## config.mk

```make
export PLATFORM = sky130hd
export DESIGN_NAME = digit_blank_ctrl
export DESIGN_NICKNAME = d
export VERILOG_FILES = /design/src/rtl/digit_blank_pkg.sv /design/src/rtl/blank_tick_div.sv /design/src/rtl/digit_blank_ctrl.sv
export SDC_FILE = /design/constraint.sdc
export NUM_CORES = 1
export LEC_CHECK = 0
export BUFFER_PORTS_ARGS = -buffer_cell sky130_fd_sc_hd__buf_4
export CAP_MARGIN = 25
export CORE_UTILIZATION = 50
export CTS_CLUSTER_DIAMETER = 40
export CTS_CLUSTER_SIZE = 12
export DETAILED_ROUTE_END_ITERATION = 10
export GPL_TIMING_DRIVEN = 1
export PLACE_DENSITY = 0.75
export SYNTH_ARGS = -nofsm -noshare
export SYNTH_HDL_FRONTEND = slang
export SYNTH_SLANG_ARGS = --single-unit
export TNS_END_PERCENT = 1
```

## constraint.sdc

```tcl
create_clock -name clk -period 2.4 [get_ports clk]
set_clock_uncertainty 0.05 [all_clocks]
set_input_delay 0 -clock clk [delete_from_list [all_inputs] [get_ports clk]]
set_output_delay 0 -clock clk [all_outputs]
set_load 0.01 [all_outputs]
```

## src/rtl/digit_blank_pkg.sv

```systemverilog
// digit_blank_pkg
//   Shared defaults and helpers for the display blanking controller.
//   - DW_DEFAULT         : bits per digit code
//   - BLANK_CODE_DEFAULT : code the segment decoder shows as all segments off
//   - get_digit()        : extracts digit idx from a packed digit vector
package digit_blank_pkg;

  localparam int DW_DEFAULT = 4;
  localparam logic [DW_DEFAULT-1:0] BLANK_CODE_DEFAULT = 4'b1111;

  // get_digit() works on fixed-width containers, so callers widen their
  // digit vector to MAX_VEC_W and narrow the result back to their own DW.
  localparam int MAX_VEC_W = 256;
  localparam int MAX_DW    = 8;

  function automatic logic [MAX_DW-1:0] get_digit(
    input logic [MAX_VEC_W-1:0] vec,
    input int                   idx,
    input int                   dw
  );
    logic [MAX_VEC_W-1:0] shifted;
    logic [MAX_DW-1:0]    keep;
    shifted = vec >> (idx * dw);
    // With dw == MAX_DW the shift wraps to zero, so the mask is all ones.
    keep = (MAX_DW'(1) << dw) - MAX_DW'(1);
    return shifted[MAX_DW-1:0] & keep;
  endfunction

endpackage

```

## src/rtl/blank_tick_div.sv

```systemverilog
// blank_tick_div
//   Blink timebase: a counter running 0..BLINK_DIV-1 that toggles the blink
//   phase each time it wraps. A synchronous clear restarts the half-period
//   and forces the visible phase.
//   Ports:
//     clk    in  system clock
//     rst_n  in  asynchronous active-low reset
//     clr    in  synchronous clear (counter -> 0, phase -> 0)
//     phase  out 0 = visible phase, 1 = blanked phase (registered)
module blank_tick_div #(
  parameter int BLINK_DIV = 25000000
) (
  input  logic clk,
  input  logic rst_n,
  input  logic clr,
  output logic phase
);

  // A one-cycle half-period still needs a 1-bit counter to keep the code
  // uniform; it simply stays at 0 and wraps every cycle.
  localparam int          CW   = (BLINK_DIV > 1) ? $clog2(BLINK_DIV) : 1;
  localparam logic [CW-1:0] LAST = CW'(BLINK_DIV - 1);

  logic [CW-1:0] cnt_reg, cnt_next;
  logic          phase_reg, phase_next;
  logic          wrap;

  assign wrap = (cnt_reg == LAST);

  always_comb begin
    cnt_next   = cnt_reg + CW'(1);
    phase_next = phase_reg;
    if (clr) begin
      // Clear outranks a wrap on the same edge.
      cnt_next   = '0;
      phase_next = 1'b0;
    end else if (wrap) begin
      cnt_next   = '0;
      phase_next = ~phase_reg;
    end
  end

  always_ff @(posedge clk or negedge rst_n) begin
    if (!rst_n) begin
      cnt_reg   <= '0;
      phase_reg <= 1'b0;
    end else begin
      cnt_reg   <= cnt_next;
      phase_reg <= phase_next;
    end
  end

  assign phase = phase_reg;

endmodule

```

## src/rtl/digit_blank_ctrl.sv

```systemverilog
// digit_blank_ctrl
//   Blanking stage between the digit formatter and the segment decoder.
//   A digit is replaced by BLANK_CODE when it is a suppressed leading zero,
//   when it is selected for blinking during the blanked phase, or when the
//   whole display is asleep after an idle timeout. All outputs are
//   registered; the decision uses the inputs and state present before the
//   edge (one cycle latency).
//   Ports:
//     clk         in  system clock
//     rst_n       in  asynchronous active-low reset
//     digits_in   in  DIGITS*DW digit codes, digit i at [i*DW +: DW]
//     sw          in  0 = number mode (suppression allowed), 1 = raw mode
//     lz_en       in  leading-zero suppression enable (number mode only)
//     blink_sel   in  per-digit blink enable
//     activity    in  key/command pulse; restarts idle timer, wakes display
//     digits_out  out digit codes after blanking
//     blank_mask  out 1 = digit i is driven with BLANK_CODE
//     blink_phase out 0 = visible phase, 1 = blanked phase
//     sleeping    out display is in idle sleep
module digit_blank_ctrl
  import digit_blank_pkg::*;
#(
  parameter int            DIGITS       = 4,
  parameter int            DW           = DW_DEFAULT,
  parameter logic [DW-1:0] BLANK_CODE   = DW'(BLANK_CODE_DEFAULT),
  parameter int            BLINK_DIV    = 25000000,
  parameter int            IDLE_TIMEOUT = 0
) (
  input  logic                 clk,
  input  logic                 rst_n,
  input  logic [DIGITS*DW-1:0] digits_in,
  input  logic                 sw,
  input  logic                 lz_en,
  input  logic [DIGITS-1:0]    blink_sel,
  input  logic                 activity,
  output logic [DIGITS*DW-1:0] digits_out,
  output logic [DIGITS-1:0]    blank_mask,
  output logic                 blink_phase,
  output logic                 sleeping
);

  localparam int            IW       = (IDLE_TIMEOUT > 0) ? $clog2(IDLE_TIMEOUT + 1) : 1;
  localparam logic [IW-1:0] IDLE_MAX = IW'(IDLE_TIMEOUT);

  logic sleeping_w;
  logic wake;
  logic phase_w;
  logic supp_en;

  // Activity while asleep restarts the blink timebase too, so a blinking
  // digit starts in its visible phase once the display is back.
  assign wake = activity & sleeping_w;

  blank_tick_div #(
    .BLINK_DIV (BLINK_DIV)
  ) u_tick (
    .clk   (clk),
    .rst_n (rst_n),
    .clr   (wake),
    .phase (phase_w)
  );

  // ---------------------------------------------------------------- idle --
  generate
    if (IDLE_TIMEOUT > 0) begin : g_idle
      logic [IW-1:0] idle_reg, idle_next;
      logic          sleeping_reg;

      always_comb begin
        if (activity) begin
          idle_next = '0;
        end else if (idle_reg == IDLE_MAX) begin
          idle_next = idle_reg;
        end else begin
          idle_next = idle_reg + IW'(1);
        end
      end

      // Sleep follows the next count, so activity on the edge that would
      // reach the timeout keeps the display awake.
      always_ff @(posedge clk or negedge rst_n) begin
        if (!rst_n) begin
          idle_reg     <= '0;
          sleeping_reg <= 1'b0;
        end else begin
          idle_reg     <= idle_next;
          sleeping_reg <= (idle_next == IDLE_MAX);
        end
      end

      assign sleeping_w = sleeping_reg;
    end else begin : g_no_idle
      assign sleeping_w = 1'b0;
    end
  endgenerate

  // ------------------------------------------------------ blank decision --
  assign supp_en = ~sw & lz_en;

  logic [DW-1:0]       digit_w [DIGITS];
  logic [DIGITS-1:0]   zero_w;
  logic [DIGITS-1:0]   upper_zero_w;  // every digit above i is zero
  logic [DIGITS-1:0]   lz_w;
  logic [DIGITS-1:0]   bl_w;
  logic [DIGITS-1:0]   blank_w;
  logic [DIGITS*DW-1:0] out_next;

  genvar gi;
  generate
    for (gi = 0; gi < DIGITS; gi++) begin : g_digit
      assign digit_w[gi] = DW'(get_digit(MAX_VEC_W'(digits_in), gi, DW));
      assign zero_w[gi]  = (digit_w[gi] == '0);

      if (gi == DIGITS - 1) begin : g_top
        assign upper_zero_w[gi] = 1'b1;
      end else begin : g_lower
        assign upper_zero_w[gi] = upper_zero_w[gi+1] & zero_w[gi+1];
      end

      // Digit 0 is exempt so a value of zero still shows a single "0".
      if (gi == 0) begin : g_lsd
        assign lz_w[gi] = 1'b0;
      end else begin : g_msd
        assign lz_w[gi] = supp_en & zero_w[gi] & upper_zero_w[gi];
      end

      assign bl_w[gi]    = blink_sel[gi] & phase_w;
      assign blank_w[gi] = sleeping_w | lz_w[gi] | bl_w[gi];
      assign out_next[gi*DW +: DW] = blank_w[gi] ? BLANK_CODE : digit_w[gi];
    end
  endgenerate

  // ------------------------------------------------------ output register --
  logic [DIGITS*DW-1:0] digits_out_reg;
  logic [DIGITS-1:0]    blank_mask_reg;

  always_ff @(posedge clk or negedge rst_n) begin
    if (!rst_n) begin
      digits_out_reg <= {DIGITS{BLANK_CODE}};
      blank_mask_reg <= '1;
    end else begin
      digits_out_reg <= out_next;
      blank_mask_reg <= blank_w;
    end
  end

  assign digits_out  = digits_out_reg;
  assign blank_mask  = blank_mask_reg;
  assign blink_phase = phase_w;
  assign sleeping    = sleeping_w;

endmodule

```

== After elaboration in Yosys (flattened, before gate mapping) ==
Index checks and enable logic that the tools add are counted.

* Flip-flop bits (word level): 46
* Input port bits: 25

* Mux-type cells: 5
* Reductions and logical operators: 3
* Equality and inequality tests: 1
* Add/sub/neg operators: 1
* Bitwise logic cells: 16

{| class="wikitable"
|+ Operators with widths
! operator !! count
|-
| adder 25 x 1 -> 25 bit (second input constant) || 1
|-
| equality test 25 bit (second input constant) || 1
|-
| two-way mux 25 bit || 1
|-
| two-way mux 4 bit || 4
|-
| logical NOT 4 bit || 3
|-
| AND 1 bit || 11
|-
| OR 1 bit || 3
|-
| NOT 1 bit || 2
|}

== Logic depth before layout (Yosys ltp) ==
Gate-level depths: netlist (run 1).

* Word-level depth: 6
* Depth in mapped cells: 6

== Modules after synthesis ==
Synthesis (run 1) repeated with hierarchy kept, for this count alone.

* Cells, all modules: 194
* Area total of the unflattened synthesis: 2088.3 um2

{| class="wikitable"
|+ By module, submodules not included
! module !! times used !! seq. area each (um2) !! area each (um2) !! cells an instance
|-
| blank_tick_div || 1 || 650.6 || 1295.0 || 139
|-
| digit_blank_ctrl || 1 || 525.5 || 793.3 || 55
|}

== Least setup slack after synthesis (run 1) ==
Ideal clock, no wire load.

* Path type: register to register
* Start point: register u_tick.cnt_reg[0]
* End point: register u_tick.cnt_reg[19]
* Required time: 2.220 ns
* Setup time: 0.130 ns
* Path slack: 0.694 ns
* Data arrival time: 1.526 ns
* Cell stages (with the launch flop): 7
* Cell sequence: dfrtp_1 > ha_1 > and3_1 > nand3_1 > nor4_4 > buf_6 > a21oi_1

* Word-level cells in the longest chain between the ends: 2

{| class="wikitable"
|+ Ends and longest elaborated chain
! item !! RTL line !! source
|-
| start, declared || blank_tick_div.sv:24 || <nowiki>logic [CW-1:0] cnt_reg, cnt_next;</nowiki>
|-
| start signal, assigned || blank_tick_div.sv:48 || <nowiki>cnt_reg <= cnt_next;</nowiki>
|-
| adder 25 x 1 -> 25 bit / equality test 25 bit (equally long branches) || blank_tick_div.sv:31, blank_tick_div.sv:28 ||
|-
| two-way mux 25 bit (*) || blank_tick_div.sv:37 || <nowiki>end else if (wrap) begin</nowiki>
|-
| net u_tick.cnt_next[19] || blank_tick_div.sv:24 ||
|}

The timed path passes the listed nets; every way through them passes the cells marked *.
A chain may end at the register's enable or synchronous reset.

== Worst setup path after layout (run 1) ==
* Start point: register u_tick.cnt_reg[4]
* End point: register u_tick.cnt_reg[16]

The elaborated chain is that of the path after synthesis.

==> results by group, run 1 <==
Pwr
  • Leakage power: 1.30 nW
  • Overall Power: approximately 0.0016 W
  • Sequential share of power: 0.501
  • Clock Power Share: 0.420
  • Power Dens Cells: 570 nW/um^2
  • Pint: between 0.001 and 0.0015 W
  • NetSw: 0.000309 W
  • Peak supply drop: 0.399 mV
  • Sw Share: 0.193
  • Comb power frac: 0.079

Job
  • Max-cap violations: 0

Placed design
  • GPL Wtd Cong: 0.833
  • Placed wire-length estimate: 2.94 mm
  • Port Buffers: 44
  • Placed cell count: 264

Global route
  • Global Route met3 Usage: 0.0517
  • First-pass GRT wire length: 7.73 mm
  • Busiest grt layer: met2
  • Initial antenna violation count: 0
  • Total congestion overflow: 0
  • GRT met2 Usage: 0.411
  • Largest net degree at the start of global routing: 47
  • Vias in the first global route: 1729
  • Total GRT Usage: 0.244
  • Met1 usage: 0.295

Critical path
  • R2R depth: 4
  • Reg-to-reg critical path endpoint: u_tick.cnt_reg[16]$_DFF_PN0_
  • Worst setup path endpoint: u_tick.cnt_reg[16]$_DFF_PN0_
  • Worst reg-to-reg setup slack: 510 ps
  • Critical Path Start: u_tick.cnt_reg[4]$_DFF_PN0_
  • Type of origin of the critical path: flop
  • Critical path data arrival time: 2060 ps
  • R2r startpoint: u_tick.cnt_reg[4]$_DFF_PN0_
  • Critical path type: reg2reg
  • Crit path max fanout: 8
  • CP required: 2570 ps
  • Critical Path End Type: flop

Detailed routing
  • Iter 0 DRT Violations: slightly below 90
  • WL/cell: approximately 15 um
  • Final wirelength: 4.53 mm
  • Residual DRC count: 0
  • Detailed Routing Iterations Pass 1: 4
  • Vias: about 1600
  • Vias per cell: 5.42
  • ANT nets after route: 0

Logic synthesis
  • Synthesized area per cell: 11.6 sq um
  • Sequential fraction of the synthesis area: 0.577
  • Yosys warns: 0
  • Syn Inst Count: 176
  • Top post-synthesis cells by area: dfrtp_1, dfstp_2, xor2_1
  • Post-synth net total: 202
  • Post-synth cell types: 36
  • Top cell type by total area after synthesis: dfrtp_1
  • Post-synthesis register bit count: 46
  • Share of the synthesized area in the top cell type: 0.319
  • Syn Std Cell Area: between 2000 and 2500 sq um

Finish
  • Non-Filler Instances: 300
  • Max FFs per register: 25
  • Area delta synth->final: 38.0%
  • Fin nets: 277
  • Most common cell after layout, fill and taps aside: buf_4
  • Layout cell share with drive strength beyond 1: 0.337
  • # diodes: 0
  • Most frequent cells in the layout: buf_4, dlygate4sd3_1, dfrtp_1

STA
  • Final Cycle Share: 0.787
  • Final setup fails: 0
  • Highest clock rate: around 530 MHz
  • Slew at the pin closest to its max-slew limit: 593 ps
  • Relative slew margins: 0.601
  • Slew Limit Fails: 0
  • Minimum clock period: 1890 ps
  • Final Hold Viols: 0
  • RSZ-0062 raised after global routing: false
  • Setup Total Neg Slack: 0 ps

Clock network
  • Clk Latency, worst-skew pair: 290 ps
  • H-tree levels: 2
  • Clock Path Buffers: 2
  • Clock-pin transition on the worst setup and hold timing paths: 80 ps
  • Clock Tree Root: clkbuf_8
  • CTS tree: built
  • Num CTS Buffers: 5
  • Post CTS Setup Buffer Count: 0
  • Clock sink count: 46

Die
  • Initial core utilization: 0.537
  • Die extent in y: 65.9 um
  • Die ar.: between 4000 and 5000 sq um
  • Ports: 47
  • Die width: 65.9 um
  • Floorplan row count: 22
  • Core Region: 3800 sq um

Hold path
  • HP Class: in2reg

Outcome
  • Outcome: completed
## worst min-delay path by stage
stage                      from                          end  slack (ps)  depth (start not counted)
after floorplan           rst_n  u_tick.cnt_reg[0]$_DFF_PN0_        -350                          0
after global placement    rst_n  u_tick.cnt_reg[8]$_DFF_PN0_         -30                          1
after detailed placement  rst_n  u_tick.cnt_reg[8]$_DFF_PN0_         -20                          1
after CTS                 lz_en      blank_mask[3]$_DFF_PN1_          20                          3
after global routing      lz_en      blank_mask[3]$_DFF_PN1_          30                          3
final                     lz_en      blank_mask[3]$_DFF_PN1_          30                          3
## worst max-delay path: stages, from the launching register on
cell	delay, ps
dfrtp_1	440
and4_1	480
nand3_1	190
or4_1	490
a21oi_1	160
## metrics by stage
step | util | setup slack, ps | area, sq um | hold slack [ps]
floorplan | - | 694 | 2040 | -346
finish | 0.741 | 512 | 2820 | 32.8
CTS | 0.741 | 502 | 2820 | 22.8
global route | 0.741 | 349 | 2820 | 28.4
global placement | 0.631 | 602 | 2400 | -31.5
detailed placement | 0.631 | 525 | 2400 | -20.5
## kinds of logic (layout without fill, tap and decap cells)
kind of cell    count (synthesis)  in the layout  synth area share
simple gates                   80             80             0.256
flops                          46             46             0.577
compound gates                 22             22            0.0669
xor+xnor                       14             14            0.0601
buf+inv                        12             88            0.0325
fa+ha+maj                       1              1           0.00613
other cells                     1              1           0.00184
## layer usage
| metal | part of all wire | wire [um] |
|---|---|---|
| met2 | 0.53 | 2390 |
| met5 | 0 | 0 |
| met3 | 0.039 | 179 |
| met4 | 0.025 | 112 |
| met1 | 0.41 | 1850 |
## timing repair
item                                   in CTS  in global routing
hold buffers                               28                  0
gates resized for setup                     0                  0
endpoints found under the hold margin      45                  0
## final cells by class
type	count	area [sq um]
flip-flops and latches	46	1180
well taps	48	60.1
fillers	249	983
clock inverters	3	68.8
multi-input cells	118	797
repair buffers	73	618
clock buffers	5	68.8
inverters	7	26.3
## power groups by stage
stage / Sequential (W) / Clock, W / Combinational [W]
final: 0.000804 / 0.000673 / 0.000127
after global routing: 0.000806 / 0.000722 / 0.000138
after CTS: 0.000804 / 0.000685 / 0.000126
after detailed placement: 0.000818 / 0 / 0.0000896
after global placement: 0.000818 / 0 / 0.0000868
after floorplan: 0.000826 / 0 / 0.0000138
## synth_stat cells (all sizes together)
| cell | n |
|---|---|
| xnor2 | 3 |
| a21boi | 1 |
| and2 | 2 |
| and4 | 6 |
| nor3 | 2 |
| dfrtp | 26 |
| or2 | 5 |
| nor2b | 1 |
| o21a | 1 |
| nand2 | 9 |
| nor4b | 1 |
| nand2b | 12 |
| o21ai | 4 |
| buf | 5 |
| and3 | 1 |
| inv | 7 |
| conb | 1 |
| nor2 | 8 |
| dfstp | 20 |
| o31ai | 7 |
| a32oi | 1 |
| nor4 | 4 |
| nand3 | 10 |
| or3 | 3 |
| ha | 1 |
| or4 | 7 |
| xor2 | 11 |
| a21oi | 8 |
| nand4 | 9 |
(Power assumes the default switching activity.)
==> run 2: changes to the inputs <==
==> constraint.sdc (replaced) <==
create_clock -name clk -period 1.85 [get_ports clk]
set_clock_uncertainty 0.05 [all_clocks]
set_input_delay 0 -clock clk [delete_from_list [all_inputs] [get_ports clk]]
set_output_delay 0 -clock clk [all_outputs]
set_load 0.01 [all_outputs]
==> run 2 against run 1 <==
Net effect: fmax is 7.4% higher; count of clock-buffer cells in the layout unchanged; global-route usage is 2.1 points higher; combinational power grew 31%; cell count increased by 2.0%; critical path depth is 2 higher; routed wire length increased by 8.1%; register-to-register slack got worse by 420 ps; worst hold slack got worse by 24 ps; critical endpoint is now u_tick.phase$_DFFE_PN0N_; largest power group unchanged.
==> results by group, run 2 (synthesis gave the netlist of run 1 again) <==
Outcome
  • Outcome: completed

Critical path
  • Crit path max fanout: 15 (+7)
  • CP required: 2030 ps (-540 ps)
  • R2R depth: 6 (+2)
  • Reg-to-reg critical path endpoint: u_tick.phase$_DFFE_PN0N_
  • Critical path type: reg2reg
  • CP max stage delay: 440 ps (-50 ps)
  • Worst reg-to-reg setup slack: 90 ps (-420 ps)
  • Type of origin of the critical path: flop
  • Crit path cell chain: ha_4, and3_2, nand3_2, nor4_4, buf_12, xor2_1
  • Critical Path End Type: flop
  • Critical path data arrival time: 1940 ps (-120 ps)
  • R2r startpoint: u_tick.cnt_reg[1]$_DFF_PN0_
  • Slowest CP cell: dfrtp_1

Pwr
  • NetSw: 0.000424 W (+37%)
  • Peak supply drop: 0.546 mV (+37%)
  • Sw Share: 0.216 (+0.0230)
  • Overall Power: 0.00197 W (+23%)
  • Leakage power: 1.33 nW (+2.0%)
  • Comb power frac: 0.085 (+0.006)
  • Clock Power Share: 0.384 (-0.036)
  • Sequential share of power: 0.531 (+0.030)
  • Pint: 0.00154 W (+19%)
  • Power Dens Cells: 680 nW/um^2 (+19%)

Finish
  • Most frequent cells in the layout: buf_4, dlygate4sd3_1, dfrtp_1
  • Max FFs per register: 25 (unchanged)
  • Non-Filler Instances: 306 (+2.0%)
  • Area delta synth->final: 41.9%
  • Most common cell after layout, fill and taps aside: buf_4
  • Filler Cell Count: 252 (+1.2%)
  • Layout cell share with drive strength beyond 1: 0.376 (+0.0387)
  • # diodes: 0 (unchanged)
  • Fin nets: 283 (+2.2%)
  • Post-route cell area: 2890 sq um (+2.8%)

Clock network
  • Clock Tree Root: clkbuf_8
  • H-tree levels: 2 (unchanged)
  • Clock sink count: 46 (unchanged)
  • Num CTS Buffers: 5 (unchanged)
  • CTS tree: built
  • Clock Path Buffers: 2 (unchanged)
  • Clock-pin transition on the worst setup and hold timing paths: 100 ps (+20 ps)
  • Clk Latency, worst-skew pair: 310 ps (+20 ps)

Global route
  • First-pass GRT wire length: 8.34 mm (+7.9%)
  • Initial antenna violation count: 0 (unchanged)
  • Total congestion overflow: 0 (unchanged)
  • Largest net degree at the start of global routing: 47 (unchanged)
  • Vias in the first global route: 1751 (+1.3%)
  • Total GRT Usage: 0.265 (+0.0210)

Die
  • Initial core utilization: 0.537 (unchanged)
  • Floorplan row count: 22 (unchanged)
  • Ports: 47 (unchanged)
  • Core Region: 3800 sq um (unchanged)
  • Die extent in y: 65.9 um (unchanged)
  • Die ar.: 4340 sq um (unchanged)
  • Die width: 65.9 um (unchanged)

STA
  • Minimum clock period: 1760 ps (-131 ps)
  • Final setup fails: 0 (unchanged)
  • Final Cycle Share: 0.950 (+0.163)
  • Final Hold Viols: 0 (unchanged)
  • Slew at the pin closest to its max-slew limit: 545 ps (-47.7 ps)
  • Hold_ws: 8.61 ps (-24.2 ps)
  • Slew Limit Fails: 0 (unchanged)
  • Highest clock rate: 569 MHz (+7.4%)
  • Setup Total Neg Slack: 0 ps (unchanged)
  • Relative slew margins: 0.633 (+0.0321)

Hold path
  • WHS Endpoint: blank_mask[2]$_DFF_PN1_
  • HP Class: in2reg
  • Hold Crit Start: blink_sel[2]
  • Worst Hold Path Cells: 3 (unchanged)

Placed design
  • Placed cell count: 269 (+1.9%)
  • Port Buffers: 44 (unchanged)
  • Placed wire-length estimate: 2.96 mm (+0.73%)
  • GPL Wtd Cong: 0.799 (-4.1%)
  • Post-DP Area: 2450 sq um (+2.1%)

Detailed routing
  • Vias: 1661 (+2.2%)
  • Iter 0 DRT Violations: 131 (+49%)
  • Final wirelength: 4.90 mm (+8.1%)
  • ANT nets after route: 0 (unchanged)
  • Detailed Routing Iterations Pass 1: 4 (unchanged)
  • Vias per cell: 5.43 (+0.15%)
  • WL/cell: 16.0 um (+6.0%)
  • Residual DRC count: 0 (unchanged)

Job
  • Max-cap violations: 0 (unchanged)
run 2: cell count changes in the layout (fill, tap and decap cells not counted), sizes merged:
cell         delta
clkinv          -1
inv             +1
dlygate4sd3     +1
buf             +5
bufinv          -1
clkinvlp        +1
run 2: per-stage QoR:
step,util,setup slack (ps)
2_1_floorplan,-,144
3_3_place_gp,0.644,118
3_5_place_dp,0.644,58.6
4_1_cts,0.750,15.6
5_1_grt,0.762,-3.66
6_report,0.762,93.0
run 2: per-layer routing:
metal  track usage  up-vias  wire length [um]
met5             0        -                 0
met4        0.0788        0                76
met3        0.0707        8               271
met2         0.474       51              2630
met1         0.305      813              1930
li1              -      789                 -
run 2: area by class of cell:
class	count	area (sq um)	area share
flip-flops and latches	46	1180	0.407
multi-input cells	118	840	0.290
repair buffers	79	678	0.234
clock buffers	5	68.8	0.0238
well taps	48	60.1	0.0208
clock inverters	3	43.8	0.0151
inverters	7	26.3	0.00908
run 2: critical path: cells and delay by family, from the launching register on:
kind	cells	cell delay, ps
buffers and inverters	1	180
and+or+nand+nor	3	670
xor gates and xnor gates	1	150
DFF	1	440
adders and majority gates	1	170
run 2: how the worst max path moves through the flow:
stage	from	to	slack (ps)	depth (start not counted)
finish	u_tick.cnt_reg[1]$_DFF_PN0_	u_tick.phase$_DFFE_PN0N_	90	6
detailed placement	u_tick.cnt_reg[0]$_DFF_PN0_	u_tick.phase$_DFFE_PN0N_	60	6
CTS	u_tick.cnt_reg[0]$_DFF_PN0_	u_tick.phase$_DFFE_PN0N_	20	6
global route	u_tick.cnt_reg[1]$_DFF_PN0_	u_tick.phase$_DFFE_PN0N_	-4	6
floorplan	u_tick.cnt_reg[0]$_DFF_PN0_	u_tick.cnt_reg[19]$_DFF_PN0_	140	6
global placement	u_tick.cnt_reg[0]$_DFF_PN0_	u_tick.phase$_DFFE_PN0N_	120	6
run 2: what timing repair did:
item                                    in CTS  in global routing
hold endpoints to repair                    45                  0
endpoints found under the setup margin       0                 21
buffers inserted                             0                  0
hold buffers                                29                  0
resized for setup                            0                  9
run 2: power groups by stage:
| stage | combinational [W] | sequential [W] | clock [W] |
|---|---|---|---|
| detailed placement | 0.000116 | 0.00106 | 0 |
| global placement | 0.000112 | 0.00106 | 0 |
| finish | 0.000167 | 0.00104 | 0.000756 |
| global route | 0.000182 | 0.00105 | 0.000815 |
| CTS | 0.000164 | 0.00104 | 0.000757 |
| floorplan | 0.0000179 | 0.00107 | 0 |
